### config.mk
export PLATFORM = sky130hd
export DESIGN_NAME = mult_div_unit
export DESIGN_NICKNAME = d
export VERILOG_FILES = /design/src/rtl/mult_div_unit.sv
export SDC_FILE = /design/constraint.sdc
export NUM_CORES = 1
export LEC_CHECK = 0
export ABC_AREA = 1
export CELL_PAD_IN_SITES_DETAIL_PLACEMENT = 1
export CELL_PAD_IN_SITES_GLOBAL_PLACEMENT = 1
export CORE_ASPECT_RATIO = 2
export CORE_MARGIN = 2
export CORE_UTILIZATION = 39
export DETAILED_ROUTE_END_ITERATION = 7
export PLACE_DENSITY = 0.86
export RECOVER_POWER = 50
export SLEW_MARGIN = 25
export SYNTH_ARGS = -nofsm -noshare
export SYNTH_HDL_FRONTEND = slang
export SYNTH_SLANG_ARGS = --single-unit
### constraint.sdc
create_clock -name clk -period 4 [get_ports clk]
set_input_delay 0.8 -clock clk [delete_from_list [all_inputs] [get_ports clk]]
set_output_delay 0.8 -clock clk [all_outputs]
set_load 0.05 [all_outputs]
### src/rtl/mult_div_unit.sv
// Sequential 32-bit signed multiply (radix-2 Booth) / divide (restoring) unit.
// Results land in HI/LO on the edge entering FINISH; done/div_zero pulse for one cycle.
module mult_div_unit (
  input  logic        clk,
  input  logic        reset,
  input  logic [31:0] a_in,
  input  logic [31:0] b_in,
  input  logic        mult_start,
  input  logic        div_start,
  output logic [31:0] hi_out,
  output logic [31:0] lo_out,
  output logic        busy,
  output logic        done,
  output logic        div_zero
);

  typedef enum logic [1:0] {IDLE = 2'd0, MULT = 2'd1, DIV = 2'd2, FINISH = 2'd3} state_t;

  state_t      state_q, state_d;
  logic [5:0]  cnt_q, cnt_d;
  logic [64:0] booth_q, booth_d;
  logic [31:0] mcand_q, mcand_d;
  logic [63:0] div_q, div_d;
  logic [31:0] dvsr_q, dvsr_d;
  logic        negq_q, negq_d, negr_q, negr_d;
  logic [31:0] hi_q, hi_d, lo_q, lo_d;
  logic        busy_q, busy_d, done_q, done_d, dz_q, dz_d;

  logic [32:0] booth_sum_s;
  logic [64:0] booth_step_s;
  logic [63:0] div_sh_s, div_step_s;
  logic [32:0] div_trial_s;
  logic [31:0] quot_s, rem_s;

  function automatic logic [31:0] abs32(input logic [31:0] v);
    return v[31] ? (32'd0 - v) : v;
  endfunction

  // Next-state, datapath steps and result formatting
  always_comb begin
    state_d = state_q;
    cnt_d   = cnt_q;
    booth_d = booth_q;
    mcand_d = mcand_q;
    div_d   = div_q;
    dvsr_d  = dvsr_q;
    negq_d  = negq_q;
    negr_d  = negr_q;
    hi_d    = hi_q;
    lo_d    = lo_q;
    done_d  = 1'b0;
    dz_d    = 1'b0;

    // Accumulator is widened to 33 bits so the shift keeps the true sign when
    // subtracting the most negative multiplicand.
    case (booth_q[1:0])
      2'b01:   booth_sum_s = {booth_q[64], booth_q[64:33]} + {mcand_q[31], mcand_q};
      2'b10:   booth_sum_s = {booth_q[64], booth_q[64:33]} - {mcand_q[31], mcand_q};
      default: booth_sum_s = {booth_q[64], booth_q[64:33]};
    endcase
    booth_step_s = {booth_sum_s, booth_q[32:1]};

    div_sh_s    = {div_q[62:0], 1'b0};
    div_trial_s = {1'b0, div_sh_s[63:32]} - {1'b0, dvsr_q};
    if (div_trial_s[32]) begin
      div_step_s = div_sh_s;
    end else begin
      div_step_s = {div_trial_s[31:0], div_sh_s[31:1], 1'b1};
    end
    quot_s = negq_q ? (32'd0 - div_step_s[31:0])  : div_step_s[31:0];
    rem_s  = negr_q ? (32'd0 - div_step_s[63:32]) : div_step_s[63:32];

    case (state_q)
      IDLE: begin
        if (mult_start) begin
          booth_d = {32'd0, b_in, 1'b0};
          mcand_d = a_in;
          cnt_d   = 6'd0;
          state_d = MULT;
        end else if (div_start) begin
          if (b_in == 32'd0) begin
            state_d = FINISH;
            done_d  = 1'b1;
            dz_d    = 1'b1;
          end else begin
            div_d   = {32'd0, abs32(a_in)};
            dvsr_d  = abs32(b_in);
            negq_d  = a_in[31] ^ b_in[31];
            negr_d  = a_in[31];
            cnt_d   = 6'd0;
            state_d = DIV;
          end
        end else begin
          state_d = IDLE;
        end
      end
      MULT: begin
        booth_d = booth_step_s;
        cnt_d   = cnt_q + 6'd1;
        if (cnt_q == 6'd31) begin
          state_d = FINISH;
          hi_d    = booth_step_s[64:33];
          lo_d    = booth_step_s[32:1];
          done_d  = 1'b1;
        end else begin
          state_d = MULT;
        end
      end
      DIV: begin
        div_d = div_step_s;
        cnt_d = cnt_q + 6'd1;
        if (cnt_q == 6'd31) begin
          state_d = FINISH;
          hi_d    = rem_s;
          lo_d    = quot_s;
          done_d  = 1'b1;
        end else begin
          state_d = DIV;
        end
      end
      FINISH: begin
        state_d = IDLE;
        cnt_d   = 6'd0;
      end
      default: begin
        state_d = IDLE;
        cnt_d   = 6'd0;
      end
    endcase

    busy_d = (state_d != IDLE);
  end

  // State, working registers and registered outputs
  always_ff @(posedge clk or negedge reset) begin
    if (!reset) begin
      state_q <= IDLE;
      cnt_q   <= 6'd0;
      booth_q <= 65'd0;
      mcand_q <= 32'd0;
      div_q   <= 64'd0;
      dvsr_q  <= 32'd0;
      negq_q  <= 1'b0;
      negr_q  <= 1'b0;
      hi_q    <= 32'd0;
      lo_q    <= 32'd0;
      busy_q  <= 1'b0;
      done_q  <= 1'b0;
      dz_q    <= 1'b0;
    end else begin
      state_q <= state_d;
      cnt_q   <= cnt_d;
      booth_q <= booth_d;
      mcand_q <= mcand_d;
      div_q   <= div_d;
      dvsr_q  <= dvsr_d;
      negq_q  <= negq_d;
      negr_q  <= negr_d;
      hi_q    <= hi_d;
      lo_q    <= lo_d;
      busy_q  <= busy_d;
      done_q  <= done_d;
      dz_q    <= dz_d;
    end
  end

  assign hi_out   = hi_q;
  assign lo_out   = lo_q;
  assign busy     = busy_q;
  assign done     = done_q;
  assign div_zero = dz_q;

endmodule

### Word-level counts from Yosys, hierarchy flattened

Cells that the tools add are included.

* logic and storage cells: 85
* register bits: 269
* output and inout port bits: 67
* bits of input ports: 68

* equal/unequal tests: 14
* $add $sub $neg: 8
* multiplexer cells: 34
* reduce and logical (&&, ||, !) cells: 13
* bitwise operators: 3

Operators by type and width (count)
* 32-bit two-way mux: 8
* 63-bit two-way mux: 3
* 65-bit case mux with 2 select lines: 1
* 32-bit case mux with 2 select lines: 2
* 1-bit by 32-bit subtractor with 32-bit output, first input constant: 4
* 63-bit case mux with 2 select lines: 1
* 33-bit case mux with 2 select lines: 1
* 32-bit by 32-bit subtractor with 33-bit output: 2
* 65-bit two-way mux: 1
* 64-bit two-way mux: 1
* 32-bit by 32-bit adder with 33-bit output: 1
* 32-bit zero test: 1
* 6-bit two-way mux: 3
* 6-bit case mux with 3 select lines: 1
* 2-bit != test, second input constant: 6
* 2-bit case mux with 4 select lines: 1
* 4-bit AND reduction: 2
* 2-bit nonzero test: 4
* 1-bit two-way mux: 7
* 6-bit by 1-bit adder with 6-bit output, second input constant: 1
* 2-bit equality test, second input constant: 3
* 6-bit by 5-bit equality test with 1-bit output, second input constant: 1
* 2-bit two-way mux: 3
* 3-bit != test, second input constant: 2
* 8 further kinds: 12

### Logic depth before layout (Yosys ltp)

* word-level depth: 6
* depth in mapped cells: 28
* depth with buffers taken out: 28

### Worst setup path after synthesis

OpenSTA, ideal clock, no wires.

* path kind: reg2reg
* from: register mcand_q[0]
* to: register hi_q[31] (netlist: hi_out[31])
* arrival time: 3667 ps
* clock period less this slack: 3789 ps
* path buffers: 0
* required time: 3878 ps
* stages on the path, launching flop included: 27
* setup slack: 211 ps
* setup time: 122 ps
* cells stage by stage: dfrtp_1 -> inv_1 -> nand3_1 -> nor3_1 -> nand3_1 -> nor2_1 -> nand2_1 -> nor3_1 -> nand2_1 -> nor3_1 -> nor2_1 -> a21oi_1 -> o21ai_0 -> nor2_1 -> xor2_1 -> ha_1 -> nand2_1 -> nor3_1 -> nand2_1 -> or2_2 -> and2_0 -> nand4_1 -> nand3_1 -> nand2_1 -> nand2_1 -> a21oi_1 -> a21oi_2

* word-level cells in the longest chain between the ends: 4
* elaborated cells on any way between the ends: 5
* those cells by class: 2 x add/sub; 3 x mux

RTL lines
* start, declared: RTL line 22 `logic [31:0] mcand_q, mcand_d;`
* start signal, assigned: RTL line 154 `mcand_q <= mcand_d;`
* 32-bit by 32-bit subtractor with 33-bit output or 32-bit by 32-bit adder with 33-bit output (tied branches): RTL line 58, 57
* 33-bit case mux with 2 select lines (*): RTL line 56 `case (booth_q[1:0])`
* 32-bit two-way mux (*): RTL line 100 `if (cnt_q == 6'd31) begin`
* 32-bit case mux with 2 select lines (*): RTL line 73 `case (state_q)`
* end signal, assigned: RTL line 159 `hi_q <= hi_d;`
* end, declared: RTL line 26 `logic [31:0] hi_q, hi_d, lo_q, lo_d;`

Every way passes the cells marked *; elsewhere a longest branch is shown, timed or not. The select of a mux whose other input is x is not followed.
A chain may end at the register's enable or synchronous reset.

### Worst setup path after layout

Ends and elaborated chain as after synthesis.

==> summary.txt <==
SYNTH
-------------------------------------------------------------------------------------
Top cell type's share of synthesized area                                       33.4%
Largest family of logic cells by synthesized area                        simple AND/OR/NAND/NOR gates
Leading cell types by count after synthesis                              891 x sky130_fd_sc_hd__nand2_1, 398 x sky130_fd_sc_hd__inv_1, 269 x sky130_fd_sc_hd__dfrtp_1, 269 x sky130_fd_sc_hd__o21ai_0, 255 x sky130_fd_sc_hd__nor2_1
Cell types occupying the most area after synthesis                       sky130_fd_sc_hd__dfrtp_1 33%, sky130_fd_sc_hd__nand2_1 17%, sky130_fd_sc_hd__inv_1 7.4%
Mean post-synth cell area                                                  6.66 sq um
Count leader, synth                                                      sky130_fd_sc_hd__nand2_1
Number of warning messages in the yosys log                                         0
Count of mapped cells out of synthesis                                           3023
Post-synth EDFFs                                                                    0
Compound-cell area share of the yosys netlist                                   15.9%
Adder and majority gate portion of the synthesized area                         4.86%
Synthesized net count                                                            3168
Ys flop type                                                             sky130_fd_sc_hd__dfrtp_1
Flip-flop and latch count after synthesis                                         269
Post-Syn Area                                                             20100 sq um
Simple-gate area share of the yosys netlist                                     30.6%
Cell taking the most area after synthesis                                sky130_fd_sc_hd__dfrtp_1
Synth unique cells                                                                 62
Share of synthesized area spent on multiplexers                                0.329%
Parity-gate share of the synthesized area counting xor and xnor cells           5.00%
Share of the yosys chip area belonging to registers                             33.4%
Asr flop ratio synth                                                             100%

FINISH
-------------------------------------------------------------------------------------
Final cell utilization of the core                                              49.0%
Area Overhead vs Synth                                                          24.0%
Number of nets in the layout                                                     3413
# fillers                                                                        6605
Number of inserted diodes                                                           0
Fraction of final layout cells sized beyond drive strength 1                    13.4%
Cell Count, Final, Fillers Out                                                   3942

FLOORPLAN
-------------------------------------------------------------------------------------
Count of boundary I/O pins                                                        135
Die Span Y                                                                     325 um
Starting Density                                                                39.5%
# rows                                                                            117
Core outline area                                                         50900 sq um
Die width                                                                      165 um
Die area                                                                  53600 sq um

WORST HOLD PATH
-------------------------------------------------------------------------------------
Worst hold path type                                                     flop to flop
Number of instances on the worst hold path                                          2

ROUTE
-------------------------------------------------------------------------------------
ANT nets after route                                                                0
Count of unresolved DRC violations after routing                                    0
Via count normalized by instance count                                           5.56
Aggregate routed wire length                                                 88700 um
Count of routing violations after the opening detailed-route iteration           1176
Per-cell routed wire length                                                   22.5 um
Via count                                                                       21900
First-pass DRT Iterations                                                           4

PLACE
-------------------------------------------------------------------------------------
Final estimated routing congestion in global placement                          0.991
Worst slack after detailed placement                                        -0.533 ns
Number of cells after detailed placement                                         3875
Detailed placement HPWL                                                      71200 um
Input/output buffers                                                              134

SETUP PATH
-------------------------------------------------------------------------------------
Category of the most critical setup path                                 flop to flop
Largest driver fanout on the critical path                                          4
Critical path arrival                                                         4.55 ns
Startpoint Class                                                                 flop
Endpoint kind of the worst setup timing path                                     flop
Logic depth of the worst register-to-register path                                 27
Worst Path Required                                                           4.49 ns

GLOBAL ROUTE
-------------------------------------------------------------------------------------
Via count of the first global-routing pass                                      23900
Wire length of the first global-routing pass                                135000 um
Global Route Usage Sum                                                          32.9%
Maximum number of pins on one net before global-route repair                       98
Initial antenna violation count                                                     1
Global route total overflow                                                         0

CLOCK NETWORK
-------------------------------------------------------------------------------------
Total clock sinks                                                                 269
TritonCTS clock tree                                                            built
Maximum buffer depth of the clock tree                                              3
Number of levels the H-tree was split into                                          1
Number of buffers created by CTS                                                   27
Register clock-pin slew on the reported worst setup and hold paths            0.07 ns
Worst-skew pair later-pin latency                                             0.60 ns
Number of hold-repair buffers added at the cts stage                                0
Clock root buffer                                                        sky130_fd_sc_hd__clkbuf_16

OUTCOME
-------------------------------------------------------------------------------------
Violations in the final reports                                          max-capacitance violations, max-slew violations, negative setup slack
Outcome                                                                  finished, violations left

STA
-------------------------------------------------------------------------------------
Measured slew at the worst slew-check pin                                     2.67 ns
Final count of pins violating max slew                                            158
Max Fclk                                                                      246 MHz
Final cycle utilization of the critical path                                     102%
Fin worst setup slack                                                      -0.0611 ns
Layout Skew                                                                 0.0152 ns
Setup Viol. Count Final                                                             2
Hold Vio Cnt, Final                                                                 0
Unrepaired setup endpoints after global routing                                  true
Clock period minus worst slack                                                4.06 ns
Slew HR                                                                        -77.8%

POWER
-------------------------------------------------------------------------------------
Leakage power total                                                           12.6 nW
Maximum vdd drop                                                             0.717 mV
Total power density per cell area                                        1050 nW/um^2

JOB
-------------------------------------------------------------------------------------
Max-cap viol count                                                                  2

-- flip-flops by register name (all words and copies together) (netlist names) --
register and flops:
booth_q 65, busy 1, cnt_q 6, div_q 63, div_zero 1, done 1, dvsr_q 32, hi_out 32
lo_out 32, mcand_q 32, negq_q 1, negr_q 1, state_q 2
-- placed cells by master (no fill, tap or decap), drive strengths merged, types with 11 or more instances in the layout --
master	n
o21ai	279
o22ai	22
clkdlybuf4s50	133
or2	19
nor4	13
nand2	911
clkbuf	44
a32o	11
nand3	162
nor3	49
o211ai	17
ha	75
xor2	95
dfrtp	269
buf	180
nor2	267
xnor2	20
a21oi	143
nand4	35
clkinv	12
inv	407
a31oi	38
-- cells by family (layout without fill, tap and decap cells) --
group           after synthesis  in the layout
simple gates               1474           1474
compound gates              565            565
buf+inv                     517            782
flops                       269            269
xor+xnor                    115            115
fa+ha+maj                    77             77
mux                           6              6
-- area by class of cell --
class	instances	area, sq um	area share (%)
Sequential cell	269	6730	26.9
Inverter	411	1560	6.23
Timing Repair Buffer	322	2810	11.3
Multi-Input combinational cell	2237	12100	48.5
Clock inverter	14	169	0.676
Tap cell	654	818	3.28
Clock buffer	35	766	3.07
-- final timing paths --
path | to | slack [ns] | startpoint
setup / recovery | hi_out[31]$_DFFE_PN0P_ | -0.06 | mcand_q[0]$_DFFE_PN0P_
hold / removal | hi_out[17]$_DFFE_PN0P_ | 0.48 | hi_out[17]$_DFFE_PN0P_
setup reg to reg | hi_out[31]$_DFFE_PN0P_ | -0.06 | mcand_q[0]$_DFFE_PN0P_
hold reg to reg | hi_out[17]$_DFFE_PN0P_ | 0.48 | hi_out[17]$_DFFE_PN0P_
max in group asynchronous | lo_out[18]$_DFFE_PN0P_ | 0.41 | reset
min in group asynchronous | booth_q[37]$_DFFE_PN0P_ | 1.02 | reset
-- where the power goes --
| part | total [W] | internal, W | switching [W] |
|---|---|---|---|
| clock network | 0.00276 | 0.00150 | 0.00125 |
| logic | 0.0189 | 0.00677 | 0.0121 |
| registers | 0.00453 | 0.00357 | 0.000957 |
-- worst max-delay path: stages (launching register included) --
cell	delay (ns)
sky130_fd_sc_hd__dfrtp_1	0.40
sky130_fd_sc_hd__inv_2	0.09
sky130_fd_sc_hd__nand3_4	0.09
sky130_fd_sc_hd__nor3_4	0.22
sky130_fd_sc_hd__nand3_2	0.15
sky130_fd_sc_hd__nor2_4	0.14
sky130_fd_sc_hd__nand2_2	0.08
sky130_fd_sc_hd__nor3_4	0.18
sky130_fd_sc_hd__nand2_2	0.10
sky130_fd_sc_hd__nor3_4	0.21
sky130_fd_sc_hd__nor2_2	0.08
sky130_fd_sc_hd__a21oi_2	0.16
sky130_fd_sc_hd__o21ai_2	0.11
sky130_fd_sc_hd__xnor2_1	0.15
sky130_fd_sc_hd__ha_1	0.38
sky130_fd_sc_hd__a21oi_2	0.14
sky130_fd_sc_hd__inv_1	0.06
sky130_fd_sc_hd__a31oi_1	0.22
sky130_fd_sc_hd__nor2_1	0.10
sky130_fd_sc_hd__nor3_2	0.21
sky130_fd_sc_hd__and2_4	0.18
sky130_fd_sc_hd__nand2_2	0.05
sky130_fd_sc_hd__nand2_2	0.06
sky130_fd_sc_hd__nand3_1	0.07
sky130_fd_sc_hd__nand2_1	0.08
sky130_fd_sc_hd__nand2_2	0.06
sky130_fd_sc_hd__a21oi_2	0.14
sky130_fd_sc_hd__a21oi_2	0.06
-- layer usage --
metal | share of wire, % | global-route usage [%] | vias up | routed length [um]
li1 | - | - | 10200 | -
met1 | 34 | 32.2 | 10800 | 30000
met2 | 52 | 60.1 | 562 | 46400
met3 | 3.0 | 3.20 | 310 | 2690
met4 | 11 | 28.8 | 0 | 9580
met5 | 0 | 0 | - | 0
-- stage by stage --
stage	TNS [ns]	hold slack, ns	total power, W	instance area [sq um]
after floorplan	0	0.452	0.0145	20100
after global placement	-1.55	0.463	0.0210	23300
after detailed placement	-6.58	0.472	0.0216	23300
after CTS	-0.113	0.275	0.0247	24400
after global routing	-10.04	0.511	0.0280	25000
final	-0.0712	0.480	0.0262	25000
-- timing repair --
| action | 4_1_cts | 5_1_grt |
|---|---|---|
| setup endpoints to repair | 33 | 50 |
| pin swaps | 3 | 55 |
| cloned | 0 | 1 |
| gates resized for setup | 33 | 178 |
| buffers inserted | 1 | 17 |
No activity file was read; power rests on OpenSTA's default activity.
